### src/rtl/seq_pkg.sv
// Shared types and defaults for the serial pattern source and detectors.
// PATTERN is transmitted MSB first.
package seq_pkg;

  typedef enum logic {
    IDLE  = 1'b0,
    SHIFT = 1'b1
  } state_t;

  localparam int PAT_W_DEF = 4;
  localparam logic [PAT_W_DEF-1:0] PATTERN_DEF = 4'b1011;

endpackage

### src/rtl/pattern_ref_model.sv
// Overlapping Mealy reference: history window, match flag and
// saturating match counter, fed by one (bit, valid) pair per clock.
module pattern_ref_model
  import seq_pkg::*;
#(
  parameter int               PAT_W   = PAT_W_DEF,
  parameter logic [PAT_W-1:0] PATTERN = PATTERN_DEF,
  parameter int               CNT_W   = 8
) (
  input  logic             clk,
  input  logic             reset,
  input  logic             i_bit,
  input  logic             i_valid,
  output logic             o_match,
  output logic [CNT_W-1:0] o_count
);

  logic [PAT_W-2:0] r_hist;
  logic             r_match;
  logic [CNT_W-1:0] r_count;
  logic [PAT_W-1:0] w_window;

  assign w_window = {r_hist, i_bit};

  // History is never cleared on a hit, so matches may overlap.
  always_ff @(posedge clk) begin
    if (reset) begin
      r_hist  <= '0;
      r_match <= 1'b0;
      r_count <= '0;
    end else begin
      r_match <= i_valid && (w_window == PATTERN);
      if (i_valid) begin
        r_hist <= w_window[PAT_W-2:0];
      end
      if (r_match && (r_count != '1)) begin
        r_count <= r_count + CNT_W'(1);
      end
    end
  end

  assign o_match = r_match;
  assign o_count = r_count;

endmodule

### src/rtl/serial_pattern_tx.sv
// Parallel-in, MSB-first serial-out stimulus source with a built-in
// expected-match model for downstream sequence detectors.
module serial_pattern_tx
  import seq_pkg::*;
#(
  parameter int               DATA_W  = 16,
  parameter int               PAT_W   = PAT_W_DEF,
  parameter logic [PAT_W-1:0] PATTERN = PATTERN_DEF,
  parameter int               CNT_W   = 8
) (
  input  logic              clk,
  input  logic              reset,
  input  logic              load_valid,
  input  logic [DATA_W-1:0] load_data,
  output logic              load_ready,
  output logic              dout,
  output logic              dout_valid,
  output logic              busy,
  output logic              exp_match,
  output logic [CNT_W-1:0]  match_count
);

  localparam int BW = (DATA_W > 1) ? $clog2(DATA_W) : 1;
  localparam logic [BW-1:0] LAST = BW'(DATA_W - 1);

  state_t            r_state;
  state_t            w_state_nxt;
  logic [DATA_W-1:0] r_shreg;
  logic [DATA_W-1:0] w_shreg_nxt;
  logic [BW-1:0]     r_bit_cnt;
  logic [BW-1:0]     w_bit_cnt_nxt;
  logic              r_dout;
  logic              w_dout_nxt;
  logic              r_dout_valid;
  logic              w_dout_valid_nxt;
  logic              w_emit;
  logic              w_last;
  logic              w_xfer;

  assign w_emit     = (r_state == SHIFT);
  assign w_last     = (r_bit_cnt == LAST);
  assign load_ready = (r_state == IDLE) || (w_emit && w_last);
  assign w_xfer     = load_valid && load_ready;

  always_comb begin
    w_state_nxt      = r_state;
    w_shreg_nxt      = r_shreg;
    w_bit_cnt_nxt    = r_bit_cnt;
    w_dout_nxt       = 1'b0;
    w_dout_valid_nxt = 1'b0;
    unique case (r_state)
      IDLE: begin
        if (w_xfer) begin
          w_state_nxt   = SHIFT;
          w_shreg_nxt   = load_data;
          w_bit_cnt_nxt = '0;
        end
      end
      SHIFT: begin
        w_dout_nxt       = r_shreg[DATA_W-1];
        w_dout_valid_nxt = 1'b1;
        w_shreg_nxt      = r_shreg << 1;
        w_bit_cnt_nxt    = r_bit_cnt + BW'(1);
        // Last bit: chain straight into the next word when one is taken.
        if (w_last) begin
          w_bit_cnt_nxt = '0;
          if (w_xfer) begin
            w_shreg_nxt = load_data;
          end else begin
            w_state_nxt = IDLE;
          end
        end
      end
      default: w_state_nxt = IDLE;
    endcase
  end

  always_ff @(posedge clk) begin
    if (reset) begin
      r_state      <= IDLE;
      r_shreg      <= '0;
      r_bit_cnt    <= '0;
      r_dout       <= 1'b0;
      r_dout_valid <= 1'b0;
    end else begin
      r_state      <= w_state_nxt;
      r_shreg      <= w_shreg_nxt;
      r_bit_cnt    <= w_bit_cnt_nxt;
      r_dout       <= w_dout_nxt;
      r_dout_valid <= w_dout_valid_nxt;
    end
  end

  assign dout       = r_dout;
  assign dout_valid = r_dout_valid;
  assign busy       = (r_state == SHIFT);

  pattern_ref_model #(
    .PAT_W  (PAT_W),
    .PATTERN(PATTERN),
    .CNT_W  (CNT_W)
  ) u_ref (
    .clk    (clk),
    .reset  (reset),
    .i_bit  (r_shreg[DATA_W-1]),
    .i_valid(w_emit),
    .o_match(exp_match),
    .o_count(match_count)
  );

endmodule

### config.mk
export PLATFORM = sky130hd
export DESIGN_NAME = serial_pattern_tx
export DESIGN_NICKNAME = d
export VERILOG_FILES = /design/src/rtl/seq_pkg.sv /design/src/rtl/pattern_ref_model.sv /design/src/rtl/serial_pattern_tx.sv
export SDC_FILE = /design/constraint.sdc
export NUM_CORES = 1
export LEC_CHECK = 0
export CORE_MARGIN = 2
export CORE_UTILIZATION = 25
export CTS_CLUSTER_DIAMETER = 150
export DETAILED_ROUTE_END_ITERATION = 7
export PLACE_DENSITY = 0.54
export RECOVER_POWER = 100
export SETUP_SLACK_MARGIN = 0.15
export SYNTH_ARGS = -nofsm -noshare
export SYNTH_HDL_FRONTEND = slang
export SYNTH_SLANG_ARGS = --single-unit
### constraint.sdc
create_clock -name clk -period 1.36 [get_ports clk]
set_input_delay 0.204 -clock clk [delete_from_list [all_inputs] [get_ports clk]]
set_output_delay 0.204 -clock clk [all_outputs]
set_load 0.01 [all_outputs]
==> run summary <==
status - finished with violations
violated checks - setup timing
# Max-Cap Violations - 0
drt drc - 0
Seq cells post-synth - 35
Clock Latency Late Sink - 290 ps
fin crit share - 101%
most frequent CP cell - buf_12
IO buf count - 31
CP max-delay cell - dfxtp_2
most common cell after layout, fill and taps aside - dfxtp_1
layout cells sized above 1 - 39.7%
global route overflow - 0
Layout Nets - 254
Slew headroom - 81.3%
final hold vios - 0
largest net degree at the start of global routing - 25
reported leakage power - 0.957 nW
Via Count - 1589
DRT Wirelength - 4200 um
vias per cell - 5.14
setup TNS - -92.8 ps
die height - 83.2 um
drt first pass iters - 4
EDFF count, synth - 0
type of the worst setup path - register to register
row count - 28
final slew viol count - 0
Die W - 83.2 um
register area share after synthesis - 44.7%
Gate Count Post-Synth - 175
Setup WS post-layout - -17.8 ps
GRT Total Usage - 12.5%
initial antenna violation count - 0
post-DP HPWL - 2550 um
DRT iter0 DRCs - 83
CP max stage delay - 340 ps
Mapped Area - 1570 um2
worst-path cell chain - ha_4 > buf_6 > and4_4 > buf_12 > buf_12 > o21ai_2 > a21oi_1
critical path peak fanout - 5
Critical Path RT - 1520 ps
num ports - 32
Design Power - 0.00235 W
number of synthesis warnings - 0
CTS Buf Count - 5
syn nets - 196
CORE AREA - 5990 um2
Setup Skew - 11.3 ps
die area - 6930 um2
HP Class - register to register
CP delay by family, top - buffers and inverters
Max Clock Freq - 0.726 GHz
CP Buf/Inv Count - 3
Antenna diodes - 0
final core utilization - 42.7%
routability cong. - 0.724
Worst VDD drop - 425 uV
most frequent cells in the layout - dfxtp_1, buf_4, clkdlybuf4s50_1
Post-synth top flop - dfxtp_1
library cells used by synthesis - 40
DRT antenna net count - 0
Area growth syn-to-layout - 63.2%
Filler cells - 570
mean post-synth cell area - 8.97 um2
pre-CTS setup slack - -230 ps
global-route wire length before repair - 7110 um
Setup crit end kind - register
clk sinks - 35
Least-Margin Pin Slew - 281 ps
H-tree levels - 2
RSZ-0062 raised after global routing - true
CP startpoint kind - register
effective utilization at floorplan - 26.2%
ys async rst share - 0%
final worst path period need - 1380 ps
clock slew at reported path FFs - 80 ps
setup violators final - 8
vias in the first global route - 1509
Wirelength per Cell - 13.6 um
clk root buf - clkbuf_8
clk buf depth - 2
PwrDens - 919 nW/um2
Arr. time, crit path - 1540 ps
CTS tree - built
## area by class of cell
type                    instances  area [um2]  share of cell area (%)
repair buffers                 63         612                    23.9
flip-flops and latches         35         722                    28.2
multi-input cells             126        1000                    39.2
clock buffers                   6        82.6                    3.23
well taps                      75        93.8                    3.67
clock inverters                 2        35.0                    1.37
inverters                       2        11.3                   0.440
## logic make-up after synthesis
logic type / share of synthesized area [%]
AOI/OAI and AO/OA: 23.7
and+or+nand+nor: 20.3
DFF: 44.7
buffers and inverters: 5.18
muxes: 3.99
adders and majority gates: 1.59
xor gates and xnor gates: 0.558
## synth_stat cells, drive strengths merged (2+ instances only)
cell | number | area share (%)
mux2i | 4 | 2.6
nor3b | 4 | 1.9
nand3 | 9 | 2.9
nor2b | 4 | 1.6
or3 | 2 | 0.80
inv | 2 | 0.48
ha | 2 | 1.6
o21ai | 20 | 6.4
nand2 | 4 | 0.96
a21oi | 20 | 6.4
nor2 | 15 | 3.6
and4 | 2 | 1.3
dfxtp | 35 | 45
a311oi | 6 | 3.3
a32oi | 9 | 5.0
nand4 | 4 | 2.0
mux2 | 2 | 1.4
nand2b | 4 | 1.6
buf | 12 | 4.5
## path summary, 6_finish.rpt
path	startpoint	endpoint	slack [ps]	cells after the start
setup / recovery	r_bit_cnt[0]	r_shreg[1]	-20	7
setup reg to reg	r_bit_cnt[0]	r_shreg[1]	-20	7
hold reg to reg	r_shreg[0]	r_shreg[0]	470	2
hold / removal	r_shreg[0]	r_shreg[0]	470	2
## worst min-delay path, cell delays in order, from the launching register on
cell and delay (ps):
dfxtp_1 320, nand2_1 50, a21oi_1 50
## stage by stage
stage / instance area, um2 / hold WS [ps] / instances
3_5_place_dp: 2110 / 453 / 287
3_3_place_gp: 2110 / 457 / 287
6_report: 2560 / 466 / 309
5_1_grt: 2560 / 471 / 309
2_1_floorplan: 1630 / 366 / 175
4_1_cts: 2440 / 462 / 304
## registers in the layout, indices dropped and copies added (netlist names)
register	cells
r_shreg	16
u_ref.o_count	8
r_bit_cnt	4
u_ref.r_hist	3
busy	1
dout	1
dout_valid	1
u_ref.o_match	1
## power breakdown
part	switching, W	total (W)	internal, W
Combinational	0.000130	0.000275	0.000144
Clock	0.000395	0.000989	0.000593
Sequential	0.0000273	0.00109	0.00106
Total	0.000553	0.00235	0.00180
## repair_timing
| item | in CTS | in global routing |
|---|---|---|
| gates cloned | 1 | 1 |
| gates resized for setup | 55 | 24 |
| pin swaps | 13 | 19 |
| hold buffers | 0 | 0 |
| setup buffers | 8 | 4 |
| endpoints found under the setup margin | 39 | 32 |
## metal layers
| metal | vias up | wire (um) | GRT usage [%] |
|---|---|---|---|
| met5 | - | 0 | 0 |
| met4 | 0 | 51 | 4.47 |
| met3 | 8 | 210 | 3.48 |
| met2 | 57 | 2000 | 20.4 |
| met1 | 742 | 1930 | 15.7 |
| li1 | 782 | - | - |
No activity file was read; power rests on OpenSTA's default activity.
